==> src/rtl/ecc_result_collector_pkg.sv <==
// rtl/ecc_result_collector_pkg.sv - shared widths, mode codes and mode-to-length mapping
package ecc_result_collector_pkg;

   localparam int MAX_BITS = 256;
   localparam int CNT_W    = 9;

   localparam logic [1:0] BITS32  = 2'd0;
   localparam logic [1:0] BITS64  = 2'd1;
   localparam logic [1:0] BITS128 = 2'd2;
   localparam logic [1:0] BITS256 = 2'd3;

   function automatic logic [CNT_W-1:0] mode_len(input logic [1:0] mode);
      logic [CNT_W-1:0] len;
      case (mode)
         BITS32:  len = 9'd32;
         BITS64:  len = 9'd64;
         BITS128: len = 9'd128;
         default: len = 9'd256;
      endcase
      return len;
   endfunction

endpackage

==> src/rtl/ecc_result_collector_if.sv <==
// rtl/ecc_result_collector_if.sv - serial result inputs, parallel handshake outputs and status
interface ecc_result_collector_if #(
   parameter int MAX_BITS = 256
);
   logic [1:0]          i_mode;
   logic                i_mP_valid;
   logic                i_mPx;
   logic                i_mPy;
   logic                i_mnP_valid;
   logic                i_mnPx;
   logic                i_mnPy;
   logic                o_mP_valid;
   logic                i_mP_ready;
   logic [MAX_BITS-1:0] o_mPx;
   logic [MAX_BITS-1:0] o_mPy;
   logic                o_mnP_valid;
   logic                i_mnP_ready;
   logic [MAX_BITS-1:0] o_mnPx;
   logic [MAX_BITS-1:0] o_mnPy;
   logic [3:0]          o_err;
   logic                i_err_clr;

   modport master (
      output i_mode, i_mP_valid, i_mPx, i_mPy, i_mnP_valid, i_mnPx, i_mnPy,
             i_mP_ready, i_mnP_ready, i_err_clr,
      input  o_mP_valid, o_mPx, o_mPy, o_mnP_valid, o_mnPx, o_mnPy, o_err
   );

   modport slave (
      input  i_mode, i_mP_valid, i_mPx, i_mPy, i_mnP_valid, i_mnPx, i_mnPy,
             i_mP_ready, i_mnP_ready, i_err_clr,
      output o_mP_valid, o_mPx, o_mPy, o_mnP_valid, o_mnPx, o_mnPy, o_err
   );
endinterface

==> src/rtl/ecc_result_collector_deser.sv <==
// rtl/ecc_result_collector_deser.sv - one serial-to-parallel channel: IDLE/RECV/HOLD FSM
module ecc_deser_channel
   import ecc_result_collector_pkg::*;
#(
   parameter int MAX_BITS = 256,
   parameter int CNT_W    = 9
) (
   input  logic                clk,
   input  logic                rst,
   input  logic [1:0]          mode_i,
   input  logic                strobe_i,
   input  logic                bit_x_i,
   input  logic                bit_y_i,
   input  logic                ready_i,
   output logic                valid_o,
   output logic [MAX_BITS-1:0] word_x_o,
   output logic [MAX_BITS-1:0] word_y_o,
   output logic                short_o,
   output logic                overrun_o
);

   typedef enum logic [1:0] {ST_IDLE, ST_RECV, ST_HOLD} state_t;

   state_t              state_q, state_d;
   logic [CNT_W-1:0]    cnt_q, cnt_d;
   logic [CNT_W-1:0]    len_q, len_d;
   logic [MAX_BITS-1:0] wx_q, wx_d;
   logic [MAX_BITS-1:0] wy_q, wy_d;
   logic                start;

   always_ff @(posedge clk) begin
      if (!rst) begin
         state_q <= ST_IDLE;
         cnt_q   <= '0;
         len_q   <= '0;
         wx_q    <= '0;
         wy_q    <= '0;
      end else begin
         state_q <= state_d;
         cnt_q   <= cnt_d;
         len_q   <= len_d;
         wx_q    <= wx_d;
         wy_q    <= wy_d;
      end
   end

   always_comb begin
      state_d   = state_q;
      cnt_d     = cnt_q;
      len_d     = len_q;
      wx_d      = wx_q;
      wy_d      = wy_q;
      short_o   = 1'b0;
      overrun_o = 1'b0;
      start     = 1'b0;
      case (state_q)
         ST_IDLE: start = strobe_i;
         ST_RECV: begin
            if (strobe_i) begin
               wx_d  = {wx_q[MAX_BITS-2:0], bit_x_i};
               wy_d  = {wy_q[MAX_BITS-2:0], bit_y_i};
               cnt_d = cnt_q + CNT_W'(1);
               if (cnt_q == len_q - CNT_W'(1)) state_d = ST_HOLD;
            end else begin
               short_o = 1'b1;
               cnt_d   = '0;
               state_d = ST_IDLE;
            end
         end
         ST_HOLD: begin
            // A bit arriving in the handoff cycle opens the next burst instead of overrunning
            if (ready_i) begin
               if (strobe_i) begin
                  start = 1'b1;
               end else begin
                  cnt_d   = '0;
                  state_d = ST_IDLE;
               end
            end else if (strobe_i) begin
               overrun_o = 1'b1;
            end
         end
         default: state_d = ST_IDLE;
      endcase
      if (start) begin
         state_d = ST_RECV;
         cnt_d   = CNT_W'(1);
         len_d   = CNT_W'(mode_len(mode_i));
         wx_d    = {{(MAX_BITS-1){1'b0}}, bit_x_i};
         wy_d    = {{(MAX_BITS-1){1'b0}}, bit_y_i};
      end
   end

   assign valid_o  = (state_q == ST_HOLD);
   assign word_x_o = wx_q;
   assign word_y_o = wy_q;

endmodule

==> src/rtl/ecc_result_collector.sv <==
// rtl/ecc_result_collector.sv - two deserialiser channels (mP, mnP) plus sticky error status
module ecc_result_collector
   import ecc_result_collector_pkg::*;
#(
   parameter int MAX_BITS = ecc_result_collector_pkg::MAX_BITS,
   parameter int CNT_W    = ecc_result_collector_pkg::CNT_W
) (
   input  logic                  clk,
   input  logic                  rst,
   ecc_result_collector_if.slave bus
);

   logic       mp_short, mp_ovr, mnp_short, mnp_ovr;
   logic [3:0] err_q, err_d;

   ecc_deser_channel #(.MAX_BITS(MAX_BITS), .CNT_W(CNT_W)) u_mp (
      .clk       (clk),
      .rst       (rst),
      .mode_i    (bus.i_mode),
      .strobe_i  (bus.i_mP_valid),
      .bit_x_i   (bus.i_mPx),
      .bit_y_i   (bus.i_mPy),
      .ready_i   (bus.i_mP_ready),
      .valid_o   (bus.o_mP_valid),
      .word_x_o  (bus.o_mPx),
      .word_y_o  (bus.o_mPy),
      .short_o   (mp_short),
      .overrun_o (mp_ovr)
   );

   ecc_deser_channel #(.MAX_BITS(MAX_BITS), .CNT_W(CNT_W)) u_mnp (
      .clk       (clk),
      .rst       (rst),
      .mode_i    (bus.i_mode),
      .strobe_i  (bus.i_mnP_valid),
      .bit_x_i   (bus.i_mnPx),
      .bit_y_i   (bus.i_mnPy),
      .ready_i   (bus.i_mnP_ready),
      .valid_o   (bus.o_mnP_valid),
      .word_x_o  (bus.o_mnPx),
      .word_y_o  (bus.o_mnPy),
      .short_o   (mnp_short),
      .overrun_o (mnp_ovr)
   );

   // New events are OR-ed in after the clear so a same-cycle set survives
   always_comb begin
      err_d = bus.i_err_clr ? 4'b0000 : err_q;
      err_d = err_d | {mnp_ovr, mnp_short, mp_ovr, mp_short};
   end

   always_ff @(posedge clk) begin
      if (!rst) err_q <= 4'b0000;
      else      err_q <= err_d;
   end

   assign bus.o_err = err_q;

endmodule

==> src/flat_wrapper.sv <==
// flat-port wrapper written by rule: the top's interface ports become plain ports
module ecc_result_collector_flat import ecc_result_collector_pkg::*;
#(
   parameter int MAX_BITS = ecc_result_collector_pkg::MAX_BITS,
   parameter int CNT_W    = ecc_result_collector_pkg::CNT_W
)
  (clk, rst, bus_i_mode, bus_i_mP_valid, bus_i_mPx, bus_i_mPy, bus_i_mnP_valid, bus_i_mnPx, bus_i_mnPy, bus_i_mP_ready, bus_i_mnP_ready, bus_i_err_clr, bus_o_mP_valid, bus_o_mPx, bus_o_mPy, bus_o_mnP_valid, bus_o_mnPx, bus_o_mnPy, bus_o_err);
  ecc_result_collector_if #(.MAX_BITS(MAX_BITS)) bus_i ();
  input  logic clk;
  input  logic rst;
  input wire logic [$bits(bus_i.i_mode)-1:0] bus_i_mode;
  input wire logic [$bits(bus_i.i_mP_valid)-1:0] bus_i_mP_valid;
  input wire logic [$bits(bus_i.i_mPx)-1:0] bus_i_mPx;
  input wire logic [$bits(bus_i.i_mPy)-1:0] bus_i_mPy;
  input wire logic [$bits(bus_i.i_mnP_valid)-1:0] bus_i_mnP_valid;
  input wire logic [$bits(bus_i.i_mnPx)-1:0] bus_i_mnPx;
  input wire logic [$bits(bus_i.i_mnPy)-1:0] bus_i_mnPy;
  input wire logic [$bits(bus_i.i_mP_ready)-1:0] bus_i_mP_ready;
  input wire logic [$bits(bus_i.i_mnP_ready)-1:0] bus_i_mnP_ready;
  input wire logic [$bits(bus_i.i_err_clr)-1:0] bus_i_err_clr;
  output wire logic [$bits(bus_i.o_mP_valid)-1:0] bus_o_mP_valid;
  output wire logic [$bits(bus_i.o_mPx)-1:0] bus_o_mPx;
  output wire logic [$bits(bus_i.o_mPy)-1:0] bus_o_mPy;
  output wire logic [$bits(bus_i.o_mnP_valid)-1:0] bus_o_mnP_valid;
  output wire logic [$bits(bus_i.o_mnPx)-1:0] bus_o_mnPx;
  output wire logic [$bits(bus_i.o_mnPy)-1:0] bus_o_mnPy;
  output wire logic [$bits(bus_i.o_err)-1:0] bus_o_err;
  assign bus_i.i_mode = bus_i_mode;
  assign bus_i.i_mP_valid = bus_i_mP_valid;
  assign bus_i.i_mPx = bus_i_mPx;
  assign bus_i.i_mPy = bus_i_mPy;
  assign bus_i.i_mnP_valid = bus_i_mnP_valid;
  assign bus_i.i_mnPx = bus_i_mnPx;
  assign bus_i.i_mnPy = bus_i_mnPy;
  assign bus_i.i_mP_ready = bus_i_mP_ready;
  assign bus_i.i_mnP_ready = bus_i_mnP_ready;
  assign bus_i.i_err_clr = bus_i_err_clr;
  assign bus_o_mP_valid = bus_i.o_mP_valid;
  assign bus_o_mPx = bus_i.o_mPx;
  assign bus_o_mPy = bus_i.o_mPy;
  assign bus_o_mnP_valid = bus_i.o_mnP_valid;
  assign bus_o_mnPx = bus_i.o_mnPx;
  assign bus_o_mnPy = bus_i.o_mnPy;
  assign bus_o_err = bus_i.o_err;
  ecc_result_collector #(.MAX_BITS(MAX_BITS), .CNT_W(CNT_W)) u_core (.clk(clk), .rst(rst), .bus(bus_i));
endmodule
==> config.mk <==
export PLATFORM = sky130hd
export DESIGN_NAME = ecc_result_collector_flat
export DESIGN_NICKNAME = d
export VERILOG_FILES = /design/src/rtl/ecc_result_collector_pkg.sv /design/src/rtl/ecc_result_collector_if.sv /design/src/rtl/ecc_result_collector_deser.sv /design/src/rtl/ecc_result_collector.sv /design/src/flat_wrapper.sv
export SDC_FILE = /design/constraint.sdc
export NUM_CORES = 2
export LEC_CHECK = 0
export ABC_AREA = 1
export CORE_AREA = 10 10 402 404
export DETAILED_ROUTE_END_ITERATION = 10
export DIE_AREA = 0 0 412 414
export GPL_TIMING_DRIVEN = 0
export PLACE_DENSITY_LB_ADDON = 0.3
export REMOVE_ABC_BUFFERS = 1
export SLEW_MARGIN = 20
export SYNTH_ARGS = -nofsm -noshare
export SYNTH_HDL_FRONTEND = slang
export SYNTH_HIERARCHICAL = 1
export SYNTH_SLANG_ARGS = --single-unit
==> constraint.sdc <==
create_clock -name clk -period 1.9 [get_ports clk]
set_input_delay 0.38 -clock clk [delete_from_list [all_inputs] [get_ports clk]]
set_output_delay 0.38 -clock clk [all_outputs]
set_load 0.03 [all_outputs]
==> impl_metrics.csv <==
group,metric,value,unit
final_layout,drive_gt1_frac,0.328,
worst_setup_path,rrSetupSlack,-0.11,ns
grt,grt_usage,0.181,
synth,synth_area_leaders,"dfxtp_1, nand2_1, a21oi_1, a21oi_2, buf_2",
synth,synthSimpleGateAreaFrac,0.219,
power,ir_worst_vdd,0.000723,V
timing,setup_slack,-0.107,ns
worst_setup_path,critical_path_peak_fanout,8,
synth,synth_top_area_frac,0.558,
final_layout,final_util,0.350,
timing,hold_slack,0.273,ns
floorplan,die_h,414,um
timing,tightestPinTransition,0.623,ns
synth,synth_xor_area_frac,0,
cts,htree_levels,3,
worst_setup_path,crit_top_cell,"buf_16",
synth,synth_edf_count,0,
synth,synth-compound-area-share,0.163,
placed_design,dp_hpwl,106,mm
timing,min_period,2.01,ns
placed_design,io_buffers,1042,
timing,max_freq,498,MHz
floorplan,rows,144,
cts,cts_tree,"built",
grt,grt_max_degree,106,
worst_setup_path,endpoint,"u_core/u_mnp/word_y_o[26]",
timing,final-hold-violation-count,0,
synth,netlist_area,0.0379,sq mm
routing,drc,0,
final_layout,final_cell_area,0.0536,sq mm
worst_setup_path,critPathKind,"register to register",
final_layout,fillCellCount,16200,
routing,first_pass_iters,5,
synth,synth_top_family_by_area,"simple AND/OR/NAND/NOR gates",
worst_setup_path,end_kind,"register",
synth,yosys.area.top_type,"dfxtp_1",
grt,antenna_found_initial,3,
routing,ant_nets,0,
synth,synth_flop_cell,"dfxtp_1",
timing,slew_viol_final,0,
routing,drt-total-wl,170,mm
final_layout,fin_nets,5781,
grt,grt_pass1_vias,32900,
final_layout,synthToLayoutAreaGrowth,41.4,%
floorplan,dieWidth,412,um
outcome,status,"finished with violations",
power,p_per_area,907,mW/mm^2
outcome,violations,"negative setup slack",
placed_design,routabilityCongestion,0.862,
routing,dr.first_iter.drc_count,2742,
cts,numCtsBuffers,118,
synth,avgSynthCellArea,8.03,sq um
grt,grt_pass1_wl,235,mm
worst_setup_path,crit_slowest_cell,"dfxtp_4",
worst_setup_path,reg2reg_from,"u_core/u_mnp/state_q[1]",
floorplan,io_pins,1043,
synth,synth_cell_type_count,23,
worst_setup_path,cp_cell_sequence,"inv_4 -> nand2_4 -> nor2_4 -> buf_12 -> buf_16 -> buf_16 -> buf_16 -> buf_16 -> buf_16 -> buf_16 -> buf_16 -> buf_16 -> nand2_4 -> a21oi_2",
worst_setup_path,worstRegToRegCells,14,
cts,clock_sinks,1058,
power,p_leak,20.6,nW
routing,vias_per_cell,4.54,
synth,ys_warn_count,6,
flow_run,drv_cap,0,
synth,yosysMostFrequentCell,"nand2_1",
synth,async_flop_share,0,
worst_setup_path,critPathRequiredTime,2.55,ns
grt,grt_overflow_total,0,
cts,clock_latency,0.73,ns
worst_setup_path,cp.arrival,2.65,ns
synth,synth_common_cells,"nand2_1, dfxtp_1, a21oi_1",
cts,cts_root_buf,"clkbuf_16",
synth,synth_seq_cells,1058,
routing,num_vias,35900,
hold_path,holdCritPathClass,"input port to register",
synth,synth_fa_ha_area_frac,0.00132,
timing,finClkSkew,0.0295,ns
cts,clk_transition_reported_paths,0.06,ns
worst_setup_path,cpPeakStageDelay,0.36,ns
worst_setup_path,reg2reg_to,"u_core/u_mnp/word_y_o[26]",
routing,wl_per_cell,21.5,um
timing,fin_crit_sh,1.06,
synth,synthCells,4724,
timing,rsz0062_at_grt,"true",
cts,cts_hold_buf,0,
floorplan,coreArea,0.153,sq mm
cts,clk_path_buf_depth,3,
timing,final-setup-viol-count,77,
floorplan,dieArea,0.171,sq mm
synth,muxShareOfSynthArea,0,
synth,yosysSeqAreaShare,0.558,
worst_setup_path,cp-startpoint,"u_core/u_mnp/state_q[1]",
placed_design,dpl_cell_area,0.0502,sq mm
timing,relSlewSlack,0.584,
floorplan,initial_utilization,0.247,
worst_setup_path,critPathLaunchType,"register",
## final cells by class
class                      count  area (sq um)  share of cell area
multi-input combinational   3270         15800               0.295
timing repair inverter         6          57.6             0.00107
antenna                        2          5.00           0.0000933
sequential                  1058         21200               0.395
tap                         2044          2560              0.0477
clock inverter                34           418             0.00779
clock buffer                 181          3490              0.0651
timing repair buffer        1252          9800               0.183
inverter                      58           288             0.00536
## state kept, by name, summed over array words and instances, names as in the netlist
name	count
u_core/u_mnp/state_q	2
u_core/u_mp/word_x_o	256
u_core/u_mp/word_y_o	256
u_core/u_mp/cnt_q	9
u_core/u_mp/state_q	2
u_core/u_mnp/word_x_o	256
u_core/u_mnp/cnt_q	9
u_core/u_mnp/word_y_o	256
u_core/u_mp/len_q	4
u_core/u_mnp/len_q	4
u_core/bus.o_err	4
## power breakdown
group          internal (mW)  switching (mW)
registers               22.2          0.0290
logic                   1.21            2.06
clock network           13.4            9.69
## worst max-delay path: cells and delay by family (launching register included)
family	cells	cell delay (ns)
AOI/OAI and AO/OA	1	0.12
buffers and inverters	10	1.18
DFF	1	0.36
and+or+nand+nor	3	0.26
## placed cells by master, fill, tap and decap left out, types with 26 or more instances in the layout
| master | netlist | routed |
|---|---|---|
| a21oi_1 | 844 | 718 |
| clkbuf_1 | 10 | 35 |
| nand2_2 | 4 | 44 |
| clkbuf_2 | 0 | 980 |
| nand2_4 | 0 | 86 |
| clkbuf_8 | 0 | 26 |
| buf_12 | 0 | 26 |
| buf_4 | 60 | 63 |
| buf_16 | 0 | 71 |
| buf_2 | 244 | 30 |
| clkbuf_16 | 0 | 139 |
| nand2_1 | 2108 | 1980 |
| nor2_1 | 32 | 32 |
| dfxtp_1 | 1058 | 1035 |
| a21oi_2 | 200 | 326 |
| inv_1 | 49 | 45 |
| bufbuf_16 | 0 | 29 |
| o21ai_0 | 26 | 26 |
## how the worst min path moves through the flow
stage / startpoint / endpoint / slack (ns) / cells after the start
floorplan: u_core/u_mnp/cnt_q[8] / u_core/u_mnp/cnt_q[8] / 0.46 / 2
global placement: u_core/u_mp/word_x_o[255] / u_core/u_mp/word_x_o[255] / 0.45 / 2
detailed placement: u_core/u_mp/word_x_o[255] / u_core/u_mp/word_x_o[255] / 0.46 / 2
CTS: bus_i_mPx / u_core/u_mp/word_x_o[0] / 0.17 / 3
global route: bus_i_mnPx / u_core/u_mnp/word_x_o[0] / 0.22 / 3
finish: bus_i_mPx / u_core/u_mp/word_x_o[0] / 0.27 / 3
## stage by stage
stage	worst slack (ns)	std cells	power [mW]	TNS, ns
2_1_floorplan	-12.97	4386	23.8	-
6_report	-0.107	7905	48.6	-4.77
5_1_grt	-0.174	7903	50.3	-12.63
3_3_place_gp	-29.71	7472	24.4	-
4_1_cts	-0.252	7867	49.0	-152.71
3_5_place_dp	-1.97	7524	24.7	-1341.15
## cells by family after synthesis
logic type	Yosys count
compound gates	1080
fa+ha+maj	4
buf+inv	396
flops	1058
simple gates	2186
## repair_timing
action | CTS | global route
endpoints found under the setup margin | 2044 | 1873
buffers inserted | 60 | 30
gates cloned | 75 | 19
pin swaps | 52 | 57
gates resized for setup | 1525 | 2166
## metal layers
layer  vias to the layer above  part of all wire  track usage  wire length (um)
met2                      1115              0.48        0.314             81700
met5                         -          0.000071            0                12
met3                       302             0.058       0.0370              9940
li1                      17300                 -            -                 -
met1                     17200              0.41        0.217             69800
met4                         2             0.051       0.0748              8730
(Power assumes the default switching activity.)
